`src/rtl/uart_tx_queue_pkg.sv`:
```
// Shared definitions for the buffered UART transmitter: TX FSM encodings,
// control register bit positions and the default bit period.
package uart_tx_queue_pkg;

  typedef logic [1:0] tx_state_t;

  localparam tx_state_t IDLE  = 2'b00;
  localparam tx_state_t START = 2'b01;
  localparam tx_state_t DATA  = 2'b10;
  localparam tx_state_t STOP  = 2'b11;

  localparam int unsigned CTRL_RX_EN = 0;
  localparam int unsigned CTRL_TX_EN = 1;

  // 25 MHz system clock -> 115200 baud
  localparam int unsigned DEFAULT_CPB = 217;

endpackage

```
`src/rtl/uart_tx_queue_if.sv`:
```
// Register-side and line-side signals of the buffered UART transmitter.
// master = CPU/control side, slave = the transmitter.
interface uart_tx_queue_if #(
  parameter int unsigned ADDR_WIDTH = 4,
  parameter int unsigned CPB_WIDTH  = 32
);

  logic                 en;
  logic                 stop2;
  logic                 wr;
  logic [7:0]           din;
  logic [CPB_WIDTH-1:0] cycles_per_bit;
  logic                 clr_ovr;
  logic                 TxD;
  logic                 full;
  logic                 empty;
  logic [ADDR_WIDTH:0]  level;
  logic                 busy;
  logic                 tc;
  logic                 ovr;

  modport master (
    output en, stop2, wr, din, cycles_per_bit, clr_ovr,
    input  TxD, full, empty, level, busy, tc, ovr
  );

  modport slave (
    input  en, stop2, wr, din, cycles_per_bit, clr_ovr,
    output TxD, full, empty, level, busy, tc, ovr
  );

endinterface

```
`src/rtl/uart_tx_queue_fifo.sv`:
```
// Pointer-only FIFO storage; occupancy and full/empty are tracked by the owner,
// which must never push when full or pop when empty.
module uart_tx_queue_fifo #(
  parameter int unsigned WIDTH      = 8,
  parameter int unsigned ADDR_WIDTH = 4
) (
  input  logic             clk,
  input  logic             reset,
  input  logic             push_i,
  input  logic             pop_i,
  input  logic [WIDTH-1:0] wdata_i,
  output logic [WIDTH-1:0] rdata_o
);

  localparam int unsigned Depth = 2 ** ADDR_WIDTH;

  logic [WIDTH-1:0]      mem_q [Depth];
  logic [ADDR_WIDTH-1:0] wr_ptr_q, rd_ptr_q;

  always_ff @(posedge clk) begin
    if (reset) begin
      wr_ptr_q <= '0;
      rd_ptr_q <= '0;
    end else begin
      if (push_i) wr_ptr_q <= wr_ptr_q + ADDR_WIDTH'(1);
      if (pop_i)  rd_ptr_q <= rd_ptr_q + ADDR_WIDTH'(1);
    end
  end

  always_ff @(posedge clk) begin
    if (push_i) mem_q[wr_ptr_q] <= wdata_i;
  end

  assign rdata_o = mem_q[rd_ptr_q];

endmodule

```
`src/rtl/uart_tx_queue.sv`:
```
// Buffered UART transmitter: queues CPU bytes and sends them as back-to-back
// 8N1/8N2 frames. Owns occupancy, overrun flag and the serialiser FSM.
module uart_tx_queue
  import uart_tx_queue_pkg::*;
#(
  parameter int unsigned ADDR_WIDTH = 4,
  parameter int unsigned CPB_WIDTH  = 32
) (
  input  logic            clk,
  input  logic            reset,
  uart_tx_queue_if.slave  bus
);

  localparam int unsigned Depth = 2 ** ADDR_WIDTH;

  logic [ADDR_WIDTH:0]  level_q, level_d;
  logic                 ovr_q, ovr_d;
  tx_state_t            state_q, state_d;
  logic [CPB_WIDTH-1:0] cnt_q, cnt_d;
  logic [CPB_WIDTH-1:0] cpb_q, cpb_d;
  logic [2:0]           bit_q, bit_d;
  logic [7:0]           shift_q, shift_d;
  logic                 stop2_q, stop2_d;

  logic                 full, empty, push, pop, load, bit_end;
  logic [7:0]           fifo_rdata;
  logic [CPB_WIDTH-1:0] cpb_clamped;

  assign full        = (level_q == (ADDR_WIDTH + 1)'(Depth));
  assign empty       = (level_q == '0);
  assign push        = bus.wr & ~full;
  assign pop         = load;
  assign bit_end     = (cnt_q == cpb_q - CPB_WIDTH'(1));
  assign cpb_clamped = (bus.cycles_per_bit < CPB_WIDTH'(2)) ? CPB_WIDTH'(2) : bus.cycles_per_bit;

  uart_tx_queue_fifo #(
    .WIDTH      (8),
    .ADDR_WIDTH (ADDR_WIDTH)
  ) u_fifo (
    .clk     (clk),
    .reset   (reset),
    .push_i  (push),
    .pop_i   (pop),
    .wdata_i (bus.din),
    .rdata_o (fifo_rdata)
  );

  always_comb begin
    level_d = level_q;
    case ({push, pop})
      2'b10:   level_d = level_q + (ADDR_WIDTH + 1)'(1);
      2'b01:   level_d = level_q - (ADDR_WIDTH + 1)'(1);
      default: level_d = level_q;
    endcase
    // A dropped write beats a simultaneous clear.
    ovr_d = ovr_q;
    if (bus.wr && full)   ovr_d = 1'b1;
    else if (bus.clr_ovr) ovr_d = 1'b0;
  end

  always_comb begin
    state_d = state_q;
    cnt_d   = cnt_q;
    cpb_d   = cpb_q;
    bit_d   = bit_q;
    shift_d = shift_q;
    stop2_d = stop2_q;
    load    = 1'b0;
    if (state_q != IDLE) cnt_d = bit_end ? '0 : cnt_q + CPB_WIDTH'(1);
    case (state_q)
      IDLE:  load = bus.en & ~empty;
      START: begin
        if (bit_end) begin
          state_d = DATA;
          bit_d   = '0;
        end
      end
      DATA: begin
        if (bit_end) begin
          shift_d = shift_q >> 1;
          bit_d   = bit_q + 3'd1;  // wraps to 0 on the last bit, reused as stop counter
          if (bit_q == 3'd7) state_d = STOP;
        end
      end
      STOP: begin
        if (bit_end) begin
          if (stop2_q && !bit_q[0]) begin
            bit_d = 3'd1;
          end else begin
            load = bus.en & ~empty;
            if (!load) state_d = IDLE;
          end
        end
      end
      default: state_d = IDLE;
    endcase
    if (load) begin
      shift_d = fifo_rdata;
      cpb_d   = cpb_clamped;
      stop2_d = bus.stop2;
      cnt_d   = '0;
      bit_d   = '0;
      state_d = START;
    end
  end

  always_ff @(posedge clk) begin
    if (reset) begin
      level_q <= '0;
      ovr_q   <= 1'b0;
      state_q <= IDLE;
      cnt_q   <= '0;
      cpb_q   <= CPB_WIDTH'(DEFAULT_CPB);
      bit_q   <= '0;
      shift_q <= '0;
      stop2_q <= 1'b0;
    end else begin
      level_q <= level_d;
      ovr_q   <= ovr_d;
      state_q <= state_d;
      cnt_q   <= cnt_d;
      cpb_q   <= cpb_d;
      bit_q   <= bit_d;
      shift_q <= shift_d;
      stop2_q <= stop2_d;
    end
  end

  assign bus.TxD   = (state_q == START) ? 1'b0 : (state_q == DATA) ? shift_q[0] : 1'b1;
  assign bus.busy  = (state_q != IDLE);
  assign bus.tc    = empty & (state_q == IDLE);
  assign bus.full  = full;
  assign bus.empty = empty;
  assign bus.level = level_q;
  assign bus.ovr   = ovr_q;

endmodule

```
`src/flat_wrapper.sv`:
```
// flat-port wrapper written by rule: the top's interface ports become plain ports
module uart_tx_queue_flat import uart_tx_queue_pkg::*;
#(
  parameter int unsigned ADDR_WIDTH = 4,
  parameter int unsigned CPB_WIDTH  = 32
)
  (clk, reset, bus_en, bus_stop2, bus_wr, bus_din, bus_cycles_per_bit, bus_clr_ovr, bus_TxD, bus_full, bus_empty, bus_level, bus_busy, bus_tc, bus_ovr);
  uart_tx_queue_if #(.ADDR_WIDTH(ADDR_WIDTH), .CPB_WIDTH(CPB_WIDTH)) bus_i ();
  input  logic clk;
  input  logic reset;
  input wire logic [$bits(bus_i.en)-1:0] bus_en;
  input wire logic [$bits(bus_i.stop2)-1:0] bus_stop2;
  input wire logic [$bits(bus_i.wr)-1:0] bus_wr;
  input wire logic [$bits(bus_i.din)-1:0] bus_din;
  input wire logic [$bits(bus_i.cycles_per_bit)-1:0] bus_cycles_per_bit;
  input wire logic [$bits(bus_i.clr_ovr)-1:0] bus_clr_ovr;
  output wire logic [$bits(bus_i.TxD)-1:0] bus_TxD;
  output wire logic [$bits(bus_i.full)-1:0] bus_full;
  output wire logic [$bits(bus_i.empty)-1:0] bus_empty;
  output wire logic [$bits(bus_i.level)-1:0] bus_level;
  output wire logic [$bits(bus_i.busy)-1:0] bus_busy;
  output wire logic [$bits(bus_i.tc)-1:0] bus_tc;
  output wire logic [$bits(bus_i.ovr)-1:0] bus_ovr;
  assign bus_i.en = bus_en;
  assign bus_i.stop2 = bus_stop2;
  assign bus_i.wr = bus_wr;
  assign bus_i.din = bus_din;
  assign bus_i.cycles_per_bit = bus_cycles_per_bit;
  assign bus_i.clr_ovr = bus_clr_ovr;
  assign bus_TxD = bus_i.TxD;
  assign bus_full = bus_i.full;
  assign bus_empty = bus_i.empty;
  assign bus_level = bus_i.level;
  assign bus_busy = bus_i.busy;
  assign bus_tc = bus_i.tc;
  assign bus_ovr = bus_i.ovr;
  uart_tx_queue #(.ADDR_WIDTH(ADDR_WIDTH), .CPB_WIDTH(CPB_WIDTH)) u_core (.clk(clk), .reset(reset), .bus(bus_i));
endmodule
```
`config.mk`:
```
export PLATFORM = sky130hd
export DESIGN_NAME = uart_tx_queue_flat
export DESIGN_NICKNAME = d
export VERILOG_FILES = /design/src/rtl/uart_tx_queue_pkg.sv /design/src/rtl/uart_tx_queue_if.sv /design/src/rtl/uart_tx_queue_fifo.sv /design/src/rtl/uart_tx_queue.sv /design/src/flat_wrapper.sv
export SDC_FILE = /design/constraint.sdc
export NUM_CORES = 1
export LEC_CHECK = 0
export ABC_AREA = 1
export ABC_CLOCK_PERIOD_IN_PS = 7400
export CAP_MARGIN = 20
export CORE_ASPECT_RATIO = 1.2
export CORE_MARGIN = 2
export CORE_UTILIZATION = 40
export DETAILED_ROUTE_END_ITERATION = 12
export PLACE_DENSITY = 0.58
export SLEW_MARGIN = 10
export SYNTH_ARGS = -nofsm -noshare
export SYNTH_HDL_FRONTEND = slang
export SYNTH_SLANG_ARGS = --single-unit
export TNS_END_PERCENT = 100
```
`constraint.sdc`:
```
create_clock -name clk -period 7.4 [get_ports clk]
set_clock_uncertainty 0.1 [all_clocks]
set_input_delay 2.22 -clock clk [delete_from_list [all_inputs] [get_ports clk]]
set_output_delay 2.22 -clock clk [all_outputs]
set_load 0.005 [all_outputs]
```
==> results.sh <==
export IMPL_synth_nets=1339
export IMPL_startpoint_type="input pin"
export IMPL_multi_input_area_um2=4680
export IMPL_dieArea_um2=29300
export IMPL_r2r_cells=28
export IMPL_r2r_end="u_core.bus.level[4]$_SDFFE_PP0P_"
export IMPL_clock_sinks=224
export IMPL_drive_gt1_share_pct=5.33
export IMPL_clkLatencyLatePin_ns=0.51
export IMPL_synth_top_area_cell="edfxtp_1"
export IMPL_cts_hold_fix_buffers=0
export IMPL_stdcell_area_um2=12700
export IMPL_p_leak_nw=4.96
export IMPL_intPower_w=0.00255
export IMPL_cp_max_fo=40
export IMPL_rsz0062_at_grt="false"
export IMPL_hold_start="u_core.bus.ovr$_SDFFE_PP0P_"
export IMPL_synth_edf_count=128
export IMPL_clockBufferDepth=3
export IMPL_finalHoldViolations=0
export IMPL_min_path_cells=2
export IMPL_grt_pass1_vias=8303
export IMPL_fin_ws_ns=2.04
export IMPL_ff2ff_setup_slack_ns=2.61
export IMPL_holdCritPathClass="flop to flop"
export IMPL_drtIter0Drc=502
export IMPL_synth_area_per_cell_um2=8.77
export IMPL_synth_seq_cells=224
export IMPL_p_clk_share_pct=26.0
export IMPL_seq_area_frac_synth_pct=51.6
export IMPL_syn_inst=1273
export IMPL_syn_area_um2=11200
export IMPL_slew_viol_final=0
export IMPL_start_util_pct=40.4
export IMPL_grt_total_usage_pct=19.1
export IMPL_outcome="complete, no violations"
export IMPL_place_ws_ns=1.49
export IMPL_post_drt_wl_per_cell_um=16.5
export IMPL_die_y_um=187
export IMPL_cts_resized=0
export IMPL_switching_share_pct=37.5
export IMPL_max_freq_mhz=187
export IMPL_holdPathEnd="u_core.bus.ovr$_SDFFE_PP0P_"
export IMPL_power_frac_seq_pct=38.8
export IMPL_rows=67
export IMPL_drt_first_pass_iters=5
export IMPL_finalCritPeriodShare_pct=72.4
export IMPL_p_comb_share_pct=35.3
export IMPL_async_flop_share_pct=0
export IMPL_areaGrowthSynthToFinish_pct=13.5
export IMPL_synth_top_area_share_pct=34.4
export IMPL_grt_max_degree=73
export IMPL_postPlaceCellArea_um2=12000
export IMPL_netSwitchingPower_w=0.00153
export IMPL_post_cts_buffers=0
export IMPL_hpwl_um=19800
export IMPL_totalWireLength_um=27700
export IMPL_ir_drop_v=0.000194
export IMPL_tns_ns=0
export IMPL_maxCapViolations=0
export IMPL_ios=57
export IMPL_fillers=2725
export IMPL_utilization_pct=45.8
export IMPL_powerDensity_nw_per_um2=322
export IMPL_antenna_found_initial=0
export IMPL_port_buffers=56
export IMPL_synth_area_leaders="edfxtp_1, dfxtp_1, nand2_1, nor2_1, inv_1"
export IMPL_num_vias=8517
export IMPL_drc_errors=0
export IMPL_yosysUniqueCellTypes=43
export IMPL_gp_congestion=0.906
export IMPL_n_antenna_cell=0
export IMPL_yosysWarnings=0
export IMPL_synth_ff_type="edfxtp_1"
export IMPL_grt_pass1_wl_um=44300
export IMPL_critPathKind="input pin to flop"
export IMPL_arrival_ns=5.66
export IMPL_ant_nets=0
export IMPL_core_um2=27700
export IMPL_cts_buffers=23
export IMPL_die_x_um=157
export IMPL_end_kind="flop"
export IMPL_r2r_start="u_core.cpb_q[0]$_SDFFE_PP1N_"
export IMPL_clk_pin_slew_worst_paths_ns=0.06
export IMPL_cp_required_ns=7.70
export IMPL_cts_max_level=1
export IMPL_grt_ovfl_total=0
export IMPL_setup_viol=0
export IMPL_nets=1383
export IMPL_slew_headroom_pct=40.4
export IMPL_seq_area_um2=5770
export IMPL_worst_slew_pin_slew_ns=0.891
export IMPL_root_buffer="clkbuf_16"
export IMPL_post_route_min_period_ns=5.36
export IMPL_via_per_inst=5.08
export IMPL_cts_tree="built"
## power groups by stage
stage | Combinational (W) | Sequential, W | Clock (W)
finish | 0.00144 | 0.00158 | 0.00106
global placement | 0.00144 | 0.00161 | 0
global route | 0.00165 | 0.00160 | 0.00114
detailed placement | 0.00145 | 0.00161 | 0
floorplan | 0.00111 | 0.00155 | 0
CTS | 0.00145 | 0.00158 | 0.00109
## flip-flops by register name, summed over array words and instances, names as in the netlist, named ones only
signal                  flops
u_core.u_fifo.mem_q       128
u_core.bus.ovr              1
u_core.u_fifo.rd_ptr_q      4
u_core.shift_q              8
u_core.cnt_q               32
u_core.bus.level            5
u_core.bit_q                3
u_core.u_fifo.wr_ptr_q      4
u_core.stop2_q              1
u_core.cpb_q               32
u_core.state_q              2
## area by class of cell
class	instances	area share (%)
repair buffers	63	4.84
flip-flops and latches	224	45.5
well taps	345	3.41
clock buffers	27	4.66
multi-input cells	870	36.9
inverters	135	4.01
clock inverters	12	0.622
## through the flow
step           hold WS [ns]  total power, W  cells
3_5_place_dp          0.371         0.00306   1637
5_1_grt               0.408         0.00439   1676
6_report              0.380         0.00408   1676
2_1_floorplan         0.339         0.00266   1273
4_1_cts               0.382         0.00413   1676
3_3_place_gp          0.363         0.00304   1637
## metal layers
metal / up-vias / track usage, % / wire, um
li1: 4340 / - / -
met1: 3984 / 23.3 / 11700
met2: 142 / 34.7 / 14200
met3: 51 / 2.36 / 976
met4: 0 / 5.96 / 806
met5: - / 0 / 0
## placed cells by master, fill, tap and decap left out, types with 7 or more instances in the layout
cell type	Yosys	final
a21oi_1	66	66
buf_4	4	7
clkbuf_16	0	23
clkdlybuf4s50_1	0	56
clkinv_1	2	7
dfxtp_1	96	95
edfxtp_1	128	128
ha_1	20	20
inv_1	129	129
mux2i_1	31	31
nand2_1	263	263
nand3_1	78	78
nand4_1	14	14
nor2_1	132	131
nor2_2	9	10
nor3_1	43	43
nor4_1	9	9
o211ai_1	29	29
o21ai_0	61	61
o21ai_1	8	8
xnor2_1	17	17
xor2_1	53	53
## worst max-delay path by stage
stage	start	end	cells past startpoint
2_1_floorplan	bus_en	u_core.bus.level[4]$_SDFFE_PP0P_	17
3_5_place_dp	bus_en	u_core.bus.level[4]$_SDFFE_PP0P_	17
3_3_place_gp	bus_en	u_core.bus.level[4]$_SDFFE_PP0P_	17
6_report	bus_en	u_core.bus.level[4]$_SDFFE_PP0P_	17
4_1_cts	bus_en	u_core.bus.level[4]$_SDFFE_PP0P_	17
5_1_grt	bus_en	u_core.bus.level[4]$_SDFFE_PP0P_	17
## cells by family (layout without fill, tap and decap cells)
| family | after synthesis | count (layout) | share of synthesized area [%] |
|---|---|---|---|
| AND/OR/NAND/NOR | 577 | 577 | 22.8 |
| flip-flops | 224 | 224 | 51.6 |
| buffers and inverters | 179 | 237 | 6.45 |
| AO/OA/AOI/OAI | 171 | 171 | 8.48 |
| XOR/XNOR | 70 | 70 | 5.49 |
| multiplexers | 32 | 32 | 2.88 |
| adder cells (fa/ha/maj) | 20 | 20 | 2.24 |
## critical path, cell delays in order
cell and delay, ns:
clkdlybuf4s50_1 0.45, nand2_1 0.09, nor2_1 0.45, nand2_4 0.41
clkinv_2 0.47, ha_1 0.34, xor2_1 0.12, ha_1 0.20
a21o_1 0.18, nand2_1 0.07, nand2_1 0.05, a21oi_1 0.12
inv_1 0.07, o21ai_0 0.14, a21oi_1 0.07, o21ai_0 0.15
a21oi_1 0.05
## synth_stat cells (4+ instances only)
| cell | number |
|---|---|
| buf_4 | 4 |
| ha_1 | 20 |
| xor2_1 | 53 |
| xnor2_1 | 17 |
| dfxtp_1 | 96 |
| a21oi_1 | 66 |
| nor4_1 | 9 |
| clkbuf_1 | 24 |
| o211ai_1 | 29 |
| nand3b_1 | 5 |
| nand4_1 | 14 |
| o21bai_1 | 5 |
| inv_1 | 129 |
| buf_2 | 8 |
| o21ai_0 | 61 |
| o21ai_1 | 8 |
| nor2_1 | 132 |
| nand2_2 | 5 |
| nand3_1 | 78 |
| buf_1 | 5 |
| mux2i_1 | 31 |
| nor3_1 | 43 |
| nand2_1 | 263 |
| nor2_2 | 9 |
| edfxtp_1 | 128 |
Note: power is estimated with default switching activity, not from simulation.
